$ cat src/rtl/ball_pkg.sv
// Shared types and helpers for the bouncing-ball painter.
package ball_pkg;

  // Direction of travel: N/S is the y axis (S = +y), E/W is the x axis (E = +x).
  typedef enum logic [1:0] {
    NE = 2'd0,
    NW = 2'd1,
    SE = 2'd2,
    SW = 2'd3
  } dir_t;

  function automatic logic dir_is_east(dir_t d);
    return (d == NE) || (d == SE);
  endfunction

  function automatic logic dir_is_south(dir_t d);
    return (d == SE) || (d == SW);
  endfunction

  function automatic dir_t dir_make(logic east, logic south);
    dir_t d;
    case ({south, east})
      2'b00:   d = NW;
      2'b01:   d = NE;
      2'b10:   d = SW;
      default: d = SE;
    endcase
    return d;
  endfunction

  // Reflect the axes whose flip flag is set; both may flip on a corner hit.
  function automatic dir_t dir_flip(dir_t d, logic flip_x, logic flip_y);
    return dir_make(dir_is_east(d) ^ flip_x, dir_is_south(d) ^ flip_y);
  endfunction

endpackage

$ cat src/rtl/ball_disc_test.sv
// Two-stage pipeline: pixel offset from the ball centre, then the
// distance-squared against radius-squared test.
module ball_disc_test #(
  parameter int coord_w     = 10,
  parameter int ball_radius = 16
) (
  input  logic               clk_i,
  input  logic               reset_ni,
  input  logic               pix_valid_i,
  input  logic [coord_w-1:0] h_pos_i,
  input  logic [coord_w-1:0] v_pos_i,
  input  logic [coord_w-1:0] x_c_i,
  input  logic [coord_w-1:0] y_c_i,
  output logic               in_disc_o,
  output logic               valid_o
);

  // Squares of a (coord_w+1)-bit signed value and their sum fit here without overflow.
  localparam int SQ_W = 2 * coord_w + 2;
  localparam logic [SQ_W-1:0] R_SQ = SQ_W'(ball_radius * ball_radius);

  logic signed [coord_w:0] dx_d, dy_d, dx_q, dy_q;
  logic signed [SQ_W-1:0]  dx_w, dy_w;
  logic [SQ_W-1:0]         dist_sq;
  logic                    v1_q, v2_q, in_disc_q;

  assign dx_d = $signed({1'b0, h_pos_i}) - $signed({1'b0, x_c_i});
  assign dy_d = $signed({1'b0, v_pos_i}) - $signed({1'b0, y_c_i});

  assign dx_w    = {{(SQ_W-coord_w-1){dx_q[coord_w]}}, dx_q};
  assign dy_w    = {{(SQ_W-coord_w-1){dy_q[coord_w]}}, dy_q};
  assign dist_sq = unsigned'(dx_w * dx_w) + unsigned'(dy_w * dy_w);

  // Stage 1 latches the signed offsets, stage 2 the disc membership.
  always_ff @(posedge clk_i or negedge reset_ni) begin
    if (!reset_ni) begin
      dx_q      <= '0;
      dy_q      <= '0;
      v1_q      <= 1'b0;
      in_disc_q <= 1'b0;
      v2_q      <= 1'b0;
    end else begin
      dx_q      <= dx_d;
      dy_q      <= dy_d;
      v1_q      <= pix_valid_i;
      in_disc_q <= (dist_sq <= R_SQ);
      v2_q      <= v1_q;
    end
  end

  assign in_disc_o = in_disc_q;
  assign valid_o   = v2_q;

endmodule

$ cat src/rtl/ball_engine.sv
// Ball position/direction controller with wall bounce, plus disc renderer
// and colour mux sitting between the scan timing and the RGB output stage.
//
//   state | meaning
//   NE    | moving +x, -y
//   NW    | moving -x, -y
//   SE    | moving +x, +y (reset)
//   SW    | moving -x, +y
module ball_engine
  import ball_pkg::*;
#(
  parameter int width       = 1024,
  parameter int height      = 768,
  parameter int color_depth = 8,
  parameter int ball_radius = 16,
  parameter int speed       = 2,
  parameter int x_start     = width / 2,
  parameter int y_start     = height / 2,
  parameter logic [3*color_depth-1:0] bkg_color  = '0,
  parameter logic [3*color_depth-1:0] ball_color = '1,
  localparam int XW = $clog2(width),
  localparam int YW = $clog2(height)
) (
  input  logic                     clk_i,
  input  logic                     reset_ni,
  input  logic                     move_i,
  input  logic                     enable_i,
  input  logic                     pix_valid_i,
  input  logic [XW-1:0]            h_pos_i,
  input  logic [YW-1:0]            v_pos_i,
  output logic [3*color_depth-1:0] rgb_o,
  output logic                     rgb_valid_o,
  output logic [XW-1:0]            x_pixel_o,
  output logic [YW-1:0]            y_pixel_o,
  output logic                     bounce_o
);

  localparam int CW = (XW > YW) ? XW : YW;

  // Limit compares run one bit wider so pos+speed never wraps.
  localparam logic [XW:0] X_HI  = (XW+1)'(width - 1 - ball_radius);
  localparam logic [XW:0] X_LO  = (XW+1)'(ball_radius + speed);
  localparam logic [XW:0] X_SPD = (XW+1)'(speed);
  localparam logic [YW:0] Y_HI  = (YW+1)'(height - 1 - ball_radius);
  localparam logic [YW:0] Y_LO  = (YW+1)'(ball_radius + speed);
  localparam logic [YW:0] Y_SPD = (YW+1)'(speed);

  if ((width <= 2*ball_radius + 2*speed) || (height <= 2*ball_radius + 2*speed)) begin : g_bad_geometry
    $error("ball_engine: width and height must exceed 2*ball_radius+2*speed");
  end

  logic [XW-1:0] x_q, x_d;
  logic [YW-1:0] y_q, y_d;
  dir_t          dir_q;
  logic          bounce_q, flip_x, flip_y, tick;
  logic          in_disc, disc_valid;

  assign tick = move_i & enable_i;

  // Candidate next position and per-axis reflection for the current direction.
  always_comb begin
    x_d    = x_q;
    y_d    = y_q;
    flip_x = 1'b0;
    flip_y = 1'b0;
    if (dir_is_east(dir_q)) begin
      if ({1'b0, x_q} + X_SPD >= X_HI) begin
        x_d    = X_HI[XW-1:0];
        flip_x = 1'b1;
      end else begin
        x_d = x_q + X_SPD[XW-1:0];
      end
    end else if ({1'b0, x_q} <= X_LO) begin
      x_d    = XW'(ball_radius);
      flip_x = 1'b1;
    end else begin
      x_d = x_q - X_SPD[XW-1:0];
    end
    if (dir_is_south(dir_q)) begin
      if ({1'b0, y_q} + Y_SPD >= Y_HI) begin
        y_d    = Y_HI[YW-1:0];
        flip_y = 1'b1;
      end else begin
        y_d = y_q + Y_SPD[YW-1:0];
      end
    end else if ({1'b0, y_q} <= Y_LO) begin
      y_d    = YW'(ball_radius);
      flip_y = 1'b1;
    end else begin
      y_d = y_q - Y_SPD[YW-1:0];
    end
  end

  // Position/direction FSM; bounce is one pulse even when both axes reflect.
  always_ff @(posedge clk_i or negedge reset_ni) begin
    if (!reset_ni) begin
      x_q      <= XW'(x_start);
      y_q      <= YW'(y_start);
      dir_q    <= SE;
      bounce_q <= 1'b0;
    end else begin
      bounce_q <= tick & (flip_x | flip_y);
      if (tick) begin
        x_q   <= x_d;
        y_q   <= y_d;
        dir_q <= dir_flip(dir_q, flip_x, flip_y);
      end
    end
  end

  ball_disc_test #(
    .coord_w     (CW),
    .ball_radius (ball_radius)
  ) u_disc (
    .clk_i       (clk_i),
    .reset_ni    (reset_ni),
    .pix_valid_i (pix_valid_i),
    .h_pos_i     (CW'(h_pos_i)),
    .v_pos_i     (CW'(v_pos_i)),
    .x_c_i       (CW'(x_q)),
    .y_c_i       (CW'(y_q)),
    .in_disc_o   (in_disc),
    .valid_o     (disc_valid)
  );

  assign rgb_o       = (in_disc && disc_valid) ? ball_color : bkg_color;
  assign rgb_valid_o = disc_valid;
  assign x_pixel_o   = x_q;
  assign y_pixel_o   = y_q;
  assign bounce_o    = bounce_q;

endmodule
$ cat config.mk
export PLATFORM = sky130hd
export DESIGN_NAME = ball_engine
export DESIGN_NICKNAME = d
export VERILOG_FILES = /design/src/rtl/ball_pkg.sv /design/src/rtl/ball_disc_test.sv /design/src/rtl/ball_engine.sv
export SDC_FILE = /design/constraint.sdc
export NUM_CORES = 1
export LEC_CHECK = 0
export ABC_AREA = 1
export BUFFER_PORTS_ARGS = -buffer_cell sky130_fd_sc_hd__buf_2
export CAP_MARGIN = 20
export CORE_MARGIN = 5
export CORE_UTILIZATION = 45
export CTS_BUF_LIST = sky130_fd_sc_hd__clkbuf_16
export CTS_CLUSTER_DIAMETER = 120
export CTS_CLUSTER_SIZE = 25
export DETAILED_ROUTE_END_ITERATION = 8
export PLACE_DENSITY = 0.64
export SLEW_MARGIN = 20
export SYNTH_ARGS = -nofsm -noshare
export SYNTH_HDL_FRONTEND = slang
export SYNTH_SLANG_ARGS = --single-unit
$ cat constraint.sdc
create_clock -name clk_i -period 7.35 [get_ports clk_i]
set_clock_uncertainty 0.05 [all_clocks]
set_input_delay 0.735 -clock clk_i [delete_from_list [all_inputs] [get_ports clk_i]]
set_output_delay 0.735 -clock clk_i [all_outputs]
set_load 0.005 [all_outputs]
# After elaboration in Yosys (flattened, before gate mapping)
# Index checks and enable logic that the tools add are counted.
# totals
register_bits,48
inputBits,25
out_inout_bits,46
wordCells,53
# op_classes
n_addsub,9
n_mul,2
order_cmp,5
eq_ne,4
muxes,14
n_bitwise,5
reduce_logical,5
# ops
operator,n
$mux 10,6
$mul 11x11->22,2
$mux 24,1
$add 10x2->11 const B,2
$add 22x22->22,1
$ge 11x10->1 const B,2
$le 22x9->1 const B,1
$sub 10x10->11,2
$add 10x2->10 const B,2
$le 10x5->1 const B,2
$sub 10x2->10 const B,2
$eq 2x2->1 const B,3
$mux 1,6
$pmux 2 s3,1
$logic_not 2->1,2
$and 1x1->1,2
$eq 2x1->1 const B,1
$logic_or 1x1->1,2
$xor 1x1->1,2
$logic_and 1x1->1,1
$or 1x1->1,1

# Logic depth before layout (Yosys ltp)
# Gate-level depths: netlist of the first run.
# depth
depth_word,7
ltp_mapped,30

# Modules after synthesis
# Synthesis of the first run repeated with hierarchy kept, for this count alone.
# unflattened
hier_cells,1597
hier_area_um2,12739.7
# modules_own_cells
module,n_inst,cells_per_inst,area_per_inst_um2,seq_area_each_um2
ball_disc_test,1,1261,10495.1,625.6
ball_engine,1,336,2244.7,580.6

# Worst setup path before layout of the first run
# No wires, ideal clock.
# synth_path
kind,reg-to-reg
startpoint,register u_disc.dx_q[10]
endpoint,"register u_disc.in_disc_q, in the netlist u_disc.in_disc_o"
arrival_ns,6.273
required_ns,7.217
setup_slack_ns,0.944
path_stages_with_launch,27
synth_period_minus_slack_ns,6.406
path_cell_list,dfrtp_1 clkbuf_1 nand2_1 fa_1 inv_1 fa_1 inv_1 fa_1 inv_1 fa_1 fa_1 fa_1 inv_1 fa_1 inv_1 ha_1 a21oi_1 o21ai_0 inv_1 nand3_1 nand2_1 nand2_1 nor2_1 inv_1 nor2_1 nand4_1 o21ai_0
# synth_via
elab_chain_len,3
# synth_lines
item,line,rtl
start: declaration,ball_disc_test.sv:22,"logic signed [coord_w:0] dx_d, dy_d, dx_q, dy_q;"
start signal: assignment,ball_disc_test.sv:37,dx_q <= '0;
start signal: assignment,ball_disc_test.sv:43,dx_q <= dx_d;
$mul 11x11->22,ball_disc_test.sv:32,assign dist_sq = unsigned'(dx_w * dx_w) + unsigned'(dy_w * dy_w);
$add 22x22->22,ball_disc_test.sv:32,
$le 22x9->1,ball_disc_test.sv:46,in_disc_q <= (dist_sq <= R_SQ);
end signal: assignment,ball_disc_test.sv:46,
end: declaration,ball_disc_test.sv:25,"logic v1_q, v2_q, in_disc_q;"
# Every way passes these cells.
# A chain may end at the register's enable or synchronous reset.

# Worst setup path in the final report of the first run
# Same ends and word-level chain as after synthesis.

==> results of run 1 <==
## cell families after synthesis
kind of cell / synth area share
flip-flops: 0.0974
XOR/XNOR: 0.0375
buffers and inverters: 0.166
adder cells (fa/ha/maj): 0.496
AO/OA/AOI/OAI: 0.0517
AND/OR/NAND/NOR: 0.151
## per-layer routing
metal | part of all wire | up-vias
met3 | 0.037 | 24
met4 | 0.012 | 0
met1 | 0.42 | 4588
li1 | - | 4496
met2 | 0.53 | 217
met5 | 0 | -
## area by class of cell
type,instances,share of cell area
multi-input combinational,947,0.693
inverter,471,0.134
sequential,48,0.0917
timing repair buffer,86,0.0358
tap,341,0.0324
clock buffer,5,0.00951
clock inverter,3,0.00323
## Yosys cell counts, types with 16 or more instances
cell,count,share of area
inv_1,468,0.14
nand2_1,268,0.081
fa_1,242,0.39
ha_1,104,0.11
nor2_1,74,0.022
a21oi_1,50,0.020
nand3_1,50,0.020
dfrtp_1,44,0.089
xor2_1,37,0.026
o21ai_0,33,0.013
clkbuf_1,25,0.0076
buf_4,23,0.014
xnor2_1,16,0.011
## worst max-delay path, stage by stage, from the launching register on
cell and delay [ns]:
dfrtp_1 0.62, nand2_1 0.18, fa_1 0.60, inv_1 0.07, fa_1 0.86, inv_1 0.18, fa_1 0.52, inv_1 0.06
fa_1 0.53, fa_1 0.45, fa_1 0.55, inv_1 0.05, fa_1 0.52, inv_1 0.04, ha_1 0.34, nand2_1 0.10
nor2_1 0.25, o21ai_0 0.15, nand3_1 0.13, xnor2_1 0.13, nand2_1 0.09, nor2_1 0.10, nand4_1 0.10, o21ai_0 0.16
## worst max path at each step
stage	endpoint	slack [ns]	startpoint
final	u_disc.in_disc_o	0.43	u_disc.dx_q[10]
after global routing	u_disc.in_disc_o	0.003	u_disc.dx_q[10]
after CTS	u_disc.in_disc_o	0.42	u_disc.dx_q[10]
after detailed placement	u_disc.in_disc_o	0.47	u_disc.dx_q[10]
after global placement	u_disc.in_disc_o	0.63	u_disc.dx_q[10]
after floorplan	u_disc.in_disc_o	0.94	u_disc.dx_q[10]
## per-stage QoR
stage          hold slack [ns]  utilization  area [sq um]
5_1_grt                  0.317        0.487         13200
3_3_place_gp             0.283        0.481         13000
6_report                 0.302        0.487         13200
3_5_place_dp             0.289        0.481         13000
2_1_floorplan            0.281            -         12400
4_1_cts                  0.304        0.487         13200
## flip-flops by register name, summed over array words and instances (netlist names)
signal	flops
x_pixel_o	10
u_disc.dy_q	11
y_pixel_o	10
u_disc.valid_o	1
u_disc.in_disc_o	1
dir_q	2
u_disc.v1_q	1
u_disc.dx_q	11
bounce_o	1
==> metrics.log, run 1 <==
[metrics] status: finished clean
[metrics] number of post-CTS setup repair buffers: 0
[metrics] largest net degree at the start of global routing: 49
[metrics] total inserted antenna cells: 0
[metrics] worst reg-to-reg path cell count: 23
[metrics] core region area: 27000 sq um
[metrics] most used flip-flop cell after synthesis: dfrtp_1
[metrics] CP Max Fanout: 14
[metrics] wire length per cell after detailed routing: 14.8 um
[metrics] Resize count post-CTS: 0
[metrics] Hold Buf Count CTS: 0
[metrics] number of iterations in the first detailed-routing pass: 5
[metrics] Max Cap Viol: 0
[metrics] Initial Util: 0.458
[metrics] deepest level of the CTS H-tree: 2
[metrics] clock transition at the registers of the reported paths: 0.08 ns
[metrics] Syn Nets: 1889
[metrics] post-layout min period: 6.92 ns
[metrics] CTS Buf Count: 5
[metrics] number of nets with antenna violations after routing: 0
[metrics] number of unique standard cell types used by synthesis: 40
[metrics] unrepaired setup endpoints after global routing: false
[metrics] share of synthesized flip-flops with an asynchronous set or reset: 1.00
[metrics] Final #Nets: 1930
[metrics] Worst Min Path Start: u_disc.v1_q
[metrics] number of antenna violations at the first check in global routing: 0
[metrics] Post-route DRC: 0
[metrics] EDFF count, synth: 0
[metrics] post-detailed-placement half-perimeter wirelength: 24500 um
[metrics] root buf cell: clkbuf_16
[metrics] post-route fraction of the period consumed by the critical path: 0.941
[metrics] met2 Resource Use GR: 0.363
[metrics] global route total overflow: 0
[metrics] worst slew slack as a fraction of its limit: 0.546
[metrics] Reg2Reg Capture Point: u_disc.in_disc_o
[metrics] Synth Warn #: 0
[metrics] met3 Resource Use GR: 0.0176
[metrics] worst path setup slack after routing: 0.433 ns
[metrics] worst reg2reg startpoint: u_disc.dx_q[10]
[metrics] total clock sinks: 48
[metrics] Worst R2R Setup Slack: 0.43 ns
[metrics] Cells on Worst Hold Path: 0
[metrics] first-pass GRT wire length: 48800 um
[metrics] Setup crit end kind: flop
[metrics] fraction of the yosys area taken by sequential cells: 0.0974
[metrics] Fin. Hold Viols: 0
[metrics] placed insts: 1893
[metrics] transition time at the pin with the least slew margin: 0.681 ns
[metrics] class of the tightest hold or removal check: flop to flop
[metrics] Routed WL: 28100 um
[metrics] maximum frequency from static timing analysis: 145 MHz
[metrics] die area: 30900 sq um
[metrics] Setup CP Type: flop to flop
[metrics] last weighted congestion value of the routability-driven placer: 0.940
[metrics] layer with the highest usage after global routing: met2
[metrics] Synth Area per Inst: 8.16 sq um
[metrics] CP arrival: 7.08 ns
[metrics] flops & latches, synth: 48
[metrics] number of instances in the synthesized netlist: 1518
[metrics] most common cell after layout, fill and taps aside: inv_1
[metrics] startpoint class of the critical path: flop
[metrics] later-pin clock latency in the skew report: 0.31 ns
[metrics] combined area of all synthesized cells: 12400 sq um
[metrics] sequential cell area: 1210 sq um
[metrics] top-level port count: 71
[metrics] global-route met1 utilization: 0.249
[metrics] fraction of layout instances using a drive strength above 1: 0.0737
[metrics] number of fill cells: 2655
[metrics] Area growth, synth to finish: 6.23%
[metrics] vias per std cell: 4.91
[metrics] global-route usage over all layers: 0.194
[metrics] row count: 60
[metrics] number of DRC markers after the initial detailed-route iteration: 503
[metrics] Setup Total Neg Slack: 0 ns
[metrics] placement-stage worst setup slack: 0.474 ns
[metrics] clock tree from TritonCTS: yes
[metrics] Max Transition Viols Final: 0
[metrics] count of buffers inserted at the top-level ports: 70
[metrics] post-route non-filler standard cell count: 1901
[metrics] WP data required: 7.51 ns
[metrics] endpoint with the worst hold slack: u_disc.valid_o
[metrics] number of vias after detailed routing: 9325
[metrics] leading cell types in the layout, fill and taps excluded: inv_1 (468), nand2_1 (268), fa_1 (242)
[metrics] overall die height: 176 um
[metrics] x dimension of the die: 176 um
[metrics] area of the multi-input gates: 9120 sq um
[metrics] clock buffer depth: 2
[metrics] via count of the first global-routing pass: 9964
[metrics] Final setup viols: 0
Power of run 1 is not shown: default switching activity piles up to over one toggle a cycle in this logic, so the estimate is an artifact.
==> run 2: changes to the inputs <==
--- a/config.mk
+++ b/config.mk
@@ -6,15 +6,14 @@
 export NUM_CORES = 1
 export LEC_CHECK = 0
 export ABC_AREA = 1
-export BUFFER_PORTS_ARGS = -buffer_cell sky130_fd_sc_hd__buf_2
 export CAP_MARGIN = 20
-export CORE_MARGIN = 5
 export CORE_UTILIZATION = 45
 export CTS_BUF_LIST = sky130_fd_sc_hd__clkbuf_16
 export CTS_CLUSTER_DIAMETER = 120
 export CTS_CLUSTER_SIZE = 25
 export DETAILED_ROUTE_END_ITERATION = 8
-export PLACE_DENSITY = 0.64
+export DONT_BUFFER_PORTS = 1
+export PLACE_DENSITY = 0.62
 export SLEW_MARGIN = 20
 export SYNTH_ARGS = -nofsm -noshare
 export SYNTH_HDL_FRONTEND = slang
==> run 2 against run 1 <==
Compared with the run above:
- fmax grew 1.5%
- global-route usage is 2.5 points higher
- critical path depth is 2 higher
- count of clock-buffer cells in the layout did not move
- first-iteration DRC count shrank 0.99%
- hold slack got worse by 0.23 ns
- wire length fell by 0.70%
- register-to-register slack improved by 0.10 ns
- critical path type unchanged
- via count decreased by 3.0%
==> metrics.log, run 2 (synthesis gave the netlist of run 1 again) <==
[metrics] status: finished clean
[metrics] global-route usage over all layers: 0.219 (+0.0247)
[metrics] via count of the first global-routing pass: 10.1k (+1.2%)
[metrics] CP Max Fanout: 10 (-4)
[metrics] Final setup viols: 0 (unchanged)
[metrics] first-pass GRT wire length: 48900 um (+0.24%)
[metrics] class of the tightest hold or removal check: primary input to asynchronous set/reset pin
[metrics] total inserted antenna cells: 0 (unchanged)
[metrics] leading cell types in the layout, fill and taps excluded: inv_1 (468), nand2_1 (268), fa_1 (241)
[metrics] post-route fraction of the period consumed by the critical path: 0.927 (-0.0139)
[metrics] die area: 28200 sq um (-8.9%)
[metrics] number of vias after detailed routing: 9048 (-3.0%)
[metrics] CP arrival: 6.98 ns (-0.10 ns)
[metrics] largest net degree at the start of global routing: 49 (unchanged)
[metrics] number of fill cells: 2700 (+1.7%)
[metrics] core region area: 27000 sq um (-0.28%)
[metrics] x dimension of the die: 168 um (-4.5%)
[metrics] CTS Buf Count: 5 (unchanged)
[metrics] clock tree from TritonCTS: yes
[metrics] number of post-CTS setup repair buffers: 0 (unchanged)
[metrics] Post-route DRC: 0 (unchanged)
[metrics] clock buffer depth: 2 (unchanged)
[metrics] count of buffers inserted at the top-level ports: 0 (-100%)
[metrics] Worst R2R Setup Slack: 0.53 ns (+0.10 ns)
[metrics] overall die height: 168 um (-4.5%)
[metrics] placement-stage worst setup slack: 0.503 ns (+0.0290 ns)
[metrics] largest registers: u_disc.dx_q (11), u_disc.dy_q (11)
[metrics] post-layout min period: 6.82 ns (-0.102 ns)
[metrics] Initial Util: 0.459 (+0.00128)
[metrics] top-level port count: 71 (unchanged)
[metrics] Routed WL: 27900 um (-0.70%)
[metrics] last weighted congestion value of the routability-driven placer: 0.888 (-5.5%)
[metrics] post-detailed-placement half-perimeter wirelength: 24500 um (-0.11%)
[metrics] worst slew slack as a fraction of its limit: 0.357 (-0.189)
[metrics] Max Cap Viol: 0 (unchanged)
[metrics] Fin. Hold Viols: 0 (unchanged)
[metrics] Post-Route M1 WL: 11100 um (-6.3%)
[metrics] number of antenna violations at the first check in global routing: 0 (unchanged)
[metrics] number of DRC markers after the initial detailed-route iteration: 498 (-0.99%)
[metrics] Final #Nets: 1860 (-3.6%)
[metrics] Max Transition Viols Final: 0 (unchanged)
[metrics] deepest level of the CTS H-tree: 2 (unchanged)
[metrics] transition time at the pin with the least slew margin: 0.959 ns (+0.278 ns)
[metrics] unrepaired setup endpoints after global routing: false
[metrics] number of nets with antenna violations after routing: 0 (unchanged)
[metrics] startpoint class of the critical path: flop
[metrics] Setup crit end kind: flop
[metrics] Area growth, synth to finish: 3.20%
[metrics] worst path setup slack after routing: 0.534 ns (+0.102 ns)
[metrics] top layer in use: met4
[metrics] global route total overflow: 0 (unchanged)
[metrics] total clock sinks: 48 (unchanged)
[metrics] fraction of layout instances using a drive strength above 1: 0.0302 (-0.0435)
[metrics] clock transition at the registers of the reported paths: 0.07 ns (about the same)
[metrics] most common cell after layout, fill and taps aside: inv_1
[metrics] root buf cell: clkbuf_16
[metrics] row count: 60 (unchanged)
[metrics] sum of met2 wire segment lengths after detailed routing: 14900 um (+0.11%)
[metrics] vias per std cell: 4.94 (+0.74%)
[metrics] later-pin clock latency in the skew report: 0.30 ns (about the same)
[metrics] Setup Total Neg Slack: 0 ns (unchanged)
[metrics] length of routed met3 wiring: 1160 um (+11%)
[metrics] WP data required: 7.52 ns (about the same)
[metrics] Setup CP Type: flop to flop
[metrics] number of iterations in the first detailed-routing pass: 5 (unchanged)
[metrics] maximum frequency from static timing analysis: 147 MHz (+1.5%)
[metrics] Hold Buf Count CTS: 0 (unchanged)
[metrics] wire length per cell after detailed routing: 15.3 um (+3.1%)
==> run 2: through the flow <==
stage               cell area [sq um]   util  instances  hold slack [ns]
floorplan                       12400      -       1518            0.281
global placement                12600  0.469       1823            0.283
detailed placement              12600  0.469       1823            0.285
CTS                             12800  0.474       1831           0.0644
global route                    12800  0.474       1831           0.0603
finish                          12800  0.474       1831           0.0732
==> run 2: repair_timing <==
item	in CTS	in global routing
hold endpoints to repair	0	0
setup endpoints to repair	0	1
gates resized for setup	0	1
==> run 2: routing by layer <==
layer / global-route usage / up-vias
met2: 0.414 / 155
met5: 0 / -
met3: 0.0324 / 41
li1: - / 4346
met1: 0.257 / 4506
met4: 0.0582 / 0
==> run 2: final cells by class <==
class                           count  area (sq um)  area share
Clock inverter                      3          15.0     0.00117
Clock buffer                        5           125     0.00979
Tap cell                          341           427      0.0334
Sequential cell                    48          1210      0.0944
Multi-Input combinational cell    947          9120       0.714
Inverter                          471          1770       0.138
Timing Repair Buffer               16           120     0.00940
==> run 2: path summary, 6_finish.rpt <==
path | start | end | cells after the start
max | u_disc.dy_q[10] | u_disc.in_disc_o | 25
min | reset_ni | y_pixel_o[0] | 0
max reg2reg | u_disc.dy_q[10] | u_disc.in_disc_o | 25
min reg2reg | u_disc.v1_q | u_disc.valid_o | 0
max in group asynchronous | reset_ni | y_pixel_o[7] | 0
min in group clk_i | u_disc.v1_q | u_disc.valid_o | 0
==> run 2: critical path: stages (launching register included) <==
cell and delay (ns):
dfrtp_1 0.55, buf_4 0.24, nand2_1 0.11, fa_1 0.73, inv_1 0.16, fa_1 0.55, inv_1 0.05, fa_1 0.53
inv_1 0.05, fa_1 0.56, fa_1 0.56, inv_1 0.05, fa_1 0.52, inv_1 0.05, fa_1 0.47, ha_1 0.38
nand2_1 0.11, nor3_1 0.26, nand2_1 0.08, nor2_1 0.09, nand2_1 0.06, nand3_1 0.11, nand3_1 0.08, nand2_1 0.10
nand4_1 0.07, o21ai_0 0.16
Power of run 2 is left out for the same reason.
